<file path="src/rtl/dubl_pkg.sv">
// Shared definitions for the dubl burst arbiter.
// Contents: burst FSM state encoding and the default burst-length width.
package dubl_pkg;

  localparam int DUBL_LEN_W = 8;

  typedef enum logic [1:0] {
    ST_IDLE = 2'd0,
    ST_ARM  = 2'd1,
    ST_RUN  = 2'd2,
    ST_GAP  = 2'd3
  } dubl_state_e;

endpackage

</file>
<file path="src/rtl/dubl_burst_arb_rr_arb2.sv">
// Two-way round-robin selector.
// Ports:
//   clk_in, rst : block clock, async active-high reset
//   req[1:0]    : request vector (bit N = requester N)
//   take        : the current selection is being accepted this cycle
//   gnt[1:0]    : one-hot selection (combinational)
// The priority flop points at the requester that wins the next tie; it
// moves away from whoever was just accepted. Reset favours requester 0.
module rr_arb2 (
  input  logic       clk_in,
  input  logic       rst,
  input  logic [1:0] req,
  input  logic       take,
  output logic [1:0] gnt
);

  logic prio1;

  always_comb begin
    gnt = req;
    if (req == 2'b11) gnt = prio1 ? 2'b10 : 2'b01;
  end

  always_ff @(posedge clk_in or posedge rst) begin
    if (rst)       prio1 <= 1'b0;
    else if (take) prio1 <= gnt[0];
  end

endmodule

</file>
<file path="src/rtl/dubl_burst_arb.sv">
// Burst arbiter for a shared double-edge pulse generator.
// Two requesters compete for the generator; the winner gets a burst of
// len clk_in cycles (two edge pulses per cycle) of gen_en.
// Ports:
//   clk_in, rst          : block clock, async active-high reset
//   req0/1, len0/1       : level requests and burst lengths (sampled at grant)
//   gnt0/1               : current owner of the generator
//   done0/1, abort0/1    : one-cycle completion / abort pulses
//   gen_en, gen_rst_n    : generator output gate and phase re-init (active low)
//   edge_cnt             : edge pulses delivered in the current/last burst
//   busy                 : FSM not idle
//
// state | meaning
// IDLE  | waiting for a request; arbitration happens here
// ARM   | owner granted, generator phase re-init (gen_rst_n low)
// RUN   | generator enabled, one burst cycle per clock
// GAP   | owner released, done/abort pulse, mandatory spacer before IDLE
module dubl_burst_arb
  import dubl_pkg::*;
#(
  parameter int LEN_W = DUBL_LEN_W
) (
  input  logic             clk_in,
  input  logic             rst,
  input  logic             req0,
  input  logic [LEN_W-1:0] len0,
  input  logic             req1,
  input  logic [LEN_W-1:0] len1,
  output logic             gnt0,
  output logic             gnt1,
  output logic             done0,
  output logic             done1,
  output logic             abort0,
  output logic             abort1,
  output logic             gen_en,
  output logic             gen_rst_n,
  output logic [LEN_W:0]   edge_cnt,
  output logic             busy
);

  dubl_state_e      state;
  logic             owner;
  logic [LEN_W-1:0] len_q;
  logic [LEN_W-1:0] rem;
  logic [1:0]       arb_gnt;
  logic             arb_take;
  logic             owner_req;

  // Only the owner's request matters once a burst is under way.
  assign owner_req = owner ? req1 : req0;
  assign arb_take  = (state == ST_IDLE) && (req0 || req1);

  rr_arb2 u_rr_arb2 (
    .clk_in (clk_in),
    .rst    (rst),
    .req    ({req1, req0}),
    .take   (arb_take),
    .gnt    (arb_gnt)
  );

  always_ff @(posedge clk_in or posedge rst) begin
    if (rst) begin
      state     <= ST_IDLE;
      owner     <= 1'b0;
      len_q     <= '0;
      rem       <= '0;
      gnt0      <= 1'b0;
      gnt1      <= 1'b0;
      done0     <= 1'b0;
      done1     <= 1'b0;
      abort0    <= 1'b0;
      abort1    <= 1'b0;
      gen_en    <= 1'b0;
      gen_rst_n <= 1'b0;
      edge_cnt  <= '0;
      busy      <= 1'b0;
    end else begin
      done0  <= 1'b0;
      done1  <= 1'b0;
      abort0 <= 1'b0;
      abort1 <= 1'b0;
      case (state)
        ST_IDLE: begin
          gen_rst_n <= 1'b1;
          if (arb_take) begin
            state     <= ST_ARM;
            busy      <= 1'b1;
            owner     <= arb_gnt[1];
            gnt0      <= arb_gnt[0];
            gnt1      <= arb_gnt[1];
            len_q     <= arb_gnt[1] ? len1 : len0;
            edge_cnt  <= '0;
            gen_rst_n <= 1'b0;
          end
        end
        ST_ARM: begin
          gen_rst_n <= 1'b1;
          if (!owner_req || len_q == '0) begin
            state  <= ST_GAP;
            gnt0   <= 1'b0;
            gnt1   <= 1'b0;
            done0  <= owner_req && !owner;
            done1  <= owner_req && owner;
            abort0 <= !owner_req && !owner;
            abort1 <= !owner_req && owner;
          end else begin
            state    <= ST_RUN;
            gen_en   <= 1'b1;
            rem      <= len_q - LEN_W'(1);
            edge_cnt <= edge_cnt + (LEN_W+1)'(2);
          end
        end
        ST_RUN: begin
          // rem counts RUN cycles still to go after the current one.
          if (!owner_req || rem == '0) begin
            state  <= ST_GAP;
            gen_en <= 1'b0;
            gnt0   <= 1'b0;
            gnt1   <= 1'b0;
            done0  <= owner_req && !owner;
            done1  <= owner_req && owner;
            abort0 <= !owner_req && !owner;
            abort1 <= !owner_req && owner;
          end else begin
            rem      <= rem - LEN_W'(1);
            edge_cnt <= edge_cnt + (LEN_W+1)'(2);
          end
        end
        ST_GAP: begin
          state <= ST_IDLE;
          busy  <= 1'b0;
        end
        default: begin
          state <= ST_IDLE;
          busy  <= 1'b0;
        end
      endcase
    end
  end

endmodule

</file>
<file path="config.mk">
export PLATFORM = sky130hd
export DESIGN_NAME = dubl_burst_arb
export DESIGN_NICKNAME = d
export VERILOG_FILES = /design/src/rtl/dubl_pkg.sv /design/src/rtl/dubl_burst_arb_rr_arb2.sv /design/src/rtl/dubl_burst_arb.sv
export SDC_FILE = /design/constraint.sdc
export NUM_CORES = 1
export LEC_CHECK = 0
export BUFFER_PORTS_ARGS = -buffer_cell sky130_fd_sc_hd__buf_4
export CAP_MARGIN = 20
export CORE_MARGIN = 2
export CORE_UTILIZATION = 45
export DETAILED_ROUTE_END_ITERATION = 8
export PLACE_DENSITY = 0.71
export SLEW_MARGIN = 20
export SYNTH_ARGS = -nofsm -noshare
export SYNTH_HDL_FRONTEND = slang
export SYNTH_HIERARCHICAL = 1
export SYNTH_SLANG_ARGS = --single-unit
</file>
<file path="constraint.sdc">
create_clock -name clk_in -period 8.5 [get_ports clk_in]
set_clock_uncertainty 0.1 [all_clocks]
set_input_delay 0.85 -clock clk_in [delete_from_list [all_inputs] [get_ports clk_in]]
set_output_delay 0.85 -clock clk_in [all_outputs]
set_load 0.02 [all_outputs]
</file>
==> flow_summary.ini <==
[pwr]
leakage_nw = 1.19
p_per_area_nw_per_um2 = 382
ir_drop_mv = 0.239
power_mw = 0.997

[floorplanning]
die_y_um = 74.0
core-area_um2 = 4720
die_area_um2 = 5480
start_util = 0.467
ios = 38
rows = 25
die_width_um = 74.0

[sta]
post-route-min-period_ps = 3100
setup_tns_ps = 0
grt_setup_unrepaired = false
worst-slew-pin-transition_ps = 801
final_max_slew_viol_count = 0
finalSetupViolations = 0
fin_ws_ps = 5400
hold_ws_ps = 293
hold_violations = 0
max_clock_freq_mhz = 323
final.period_utilization = 0.365
slew_headroom = 0.466

[status]
status = complete, no violations

[detailed_routing]
dr.pass1.iters = 4
wl_per_cell_um = 12.8
wirelength_mm = 4.37
postRouteAntennaNets = 0
drc_errors = 0
drt_first_iter_violations = 162
via_per_inst = 5.30
vias = 1806

[clock_tree]
cts_max_level = 2
numCtsBuffers = 5
cts_sinks = 37
clock_latency_ps = 290
clk_path_buf_depth = 2
cts-resized-gates = 0
clock-root-buffer = clkbuf_8
cts_tree = built
cts_hold_repair.buffers = 0
path_clk_slew_ps = 70
cts_setup_buffers = 0

[synth]
synth.yosys.seq_area_share = 0.420
synth_fa_ha_area_frac = 0.0397
synth_top_family_by_area = simple AND/OR/NAND/NOR gates
ys_ff_latch = 37
synth-main-ff-cell = dfrtp_1
synth-xor-area-share = 0
synth.area.mux_share = 0.0913
syn-num-nets = 268
yosys.area_share.simple = 0.222
syn_area_um2 = 2210
syn_inst = 241
ys_warn_count = 6
async_flop_share = 1.00
synth.distinct_cells = 52
synth_area_per_cell_um2 = 9.15
synth-compound-area-share = 0.181
synth_edf_count = 0

[setup_path]
critPathCaptureType = register
required_ps = 8560
setup.worst_path.start_class = register
worstPathMaxFanout = 26
r2r_setup_slack_ps = 5400
critical_path_class = reg -> reg
worstPathArrival_ps = 3160

[layout]
insertedDiodeCount = 0
drive_gt1_frac = 0.230
area_growth_pct = 18.2
stdcell_area_um2 = 2610
fin_nets = 301
nFillCells = 450

[place]
io_buffers = 36
routabilityCongestion = 0.811
hpwl_mm = 3.20
place_area_um2 = 2510
dp_slack_ps = 5440

[global_route]
grt_use_total = 0.181
first_global_vias = 1654
grt.overflow.total = 0
grt_pass1_wl_mm = 7.69
grt_max_degree = 37
antenna_found_initial = 0

[worst_hold_path]
min_path_type = in -> async

[flow_run]
drv_cap = 0
==> layout by cell type (no fill, tap or decap), types with 3 or more instances in the layout <==
master    synthesis  layout
a21oi_1          13      13
ha_1              7       7
buf_4             2      37
o31ai_1           4       4
mux2_2            5       5
or2_2             3       3
mux2i_1          13      13
nand3_1          11      11
or4b_1            4       4
nand2_1          37      37
nor3_1            8       8
clkbuf_8          0       6
a31oi_1           3       3
nor2_1           18      18
o21ai_0          15      15
nor3b_1           3       3
inv_1            11      11
dfrtp_1          37      37
==> routing by layer <==
metal  GRT usage  up-vias  wire length, um
met3      0.0407        9              185
met4      0.0727        0               93
li1            -      937                -
met2       0.257       40             1900
met5           0        -                0
met1       0.269      820             2190
==> critical path: stages (launching register included) <==
cell and delay, ps:
dfrtp_1 440, inv_1 110, ha_1 680, mux2i_1 310, ha_1 290, o21ai_0 250
or4b_1 560, a31oi_1 170, a21oi_1 60
==> Yosys cell counts (2+ instances only) <==
cell type	count	area (um2)
dfrtp_1	37	926
or4b_1	4	40.0
nor3b_1	3	22.5
buf_4	2	15.0
and3_1	2	12.5
nand2b_1	2	12.5
mux2_2	5	56.3
nand3_1	11	55.1
a31oi_1	3	18.8
nor2b_1	2	12.5
nand3b_1	2	15.0
a31oi_2	2	25.0
clkbuf_1	5	18.8
or2_2	3	18.8
mux2i_1	13	130
nor3_1	8	40.0
inv_1	11	41.3
a21oi_1	13	65.1
o21ai_0	15	75.1
nand2_1	37	139
ha_1	7	87.6
o31ai_1	4	30.0
nor2_1	18	67.6
a211o_1	2	17.5
o221ai_1	2	17.5
buf_1	2	7.51
==> where the power goes <==
| group | leakage [nW] | total (mW) | internal [mW] | switching, mW |
|---|---|---|---|---|
| Clock | 0.0433 | 0.125 | 0.0641 | 0.0611 |
| Combinational | 0.681 | 0.530 | 0.224 | 0.306 |
| Sequential | 0.463 | 0.341 | 0.254 | 0.0874 |
| Total | 1.19 | 0.997 | 0.542 | 0.455 |
==> cells by family after synthesis <==
group / after synthesis
other: 1
flip-flops: 37
buffers and inverters: 22
AO/OA/AOI/OAI: 58
multiplexers: 19
AND/OR/NAND/NOR: 97
adder cells (fa/ha/maj): 7
==> metrics by stage <==
step,instances,utilization
floorplan,241,-
global placement,334,0.531
detailed placement,334,0.531
CTS,341,0.550
global route,341,0.552
finish,341,0.552
==> area by class of cell <==
type / count / area, um2 / area share
well taps: 67 / 83.8 / 0.0321
multi-input cells: 182 / 1190 / 0.456
clock buffers: 6 / 82.6 / 0.0317
clock inverters: 1 / 7.51 / 0.00288
repair buffers: 37 / 278 / 0.107
flip-flops and latches: 37 / 926 / 0.355
inverters: 11 / 41.3 / 0.0158
==> state kept, by name, indices dropped and copies added, names as in the netlist <==
| register | cells |
|---|---|
| gen_rst_n | 1 |
| owner | 1 |
| len_q | 8 |
| busy | 1 |
| gnt0 | 1 |
| done0 | 1 |
| abort1 | 1 |
| u_rr_arb2/prio1 | 1 |
| gen_en | 1 |
| abort0 | 1 |
| state | 2 |
| rem | 8 |
| gnt1 | 1 |
| done1 | 1 |
| edge_cnt | 8 |
==> final timing paths <==
check,start,endpoint,depth (start not counted)
setup / recovery,state[0],rem[6],8
hold / removal,rst,u_rr_arb2/prio1,2
setup reg to reg,state[0],rem[6],8
hold reg to reg,busy,busy,1
max in group asynchronous,rst,rem[3],3
min in group clk_in,busy,busy,1
Note: power is estimated with default switching activity, not from simulation.
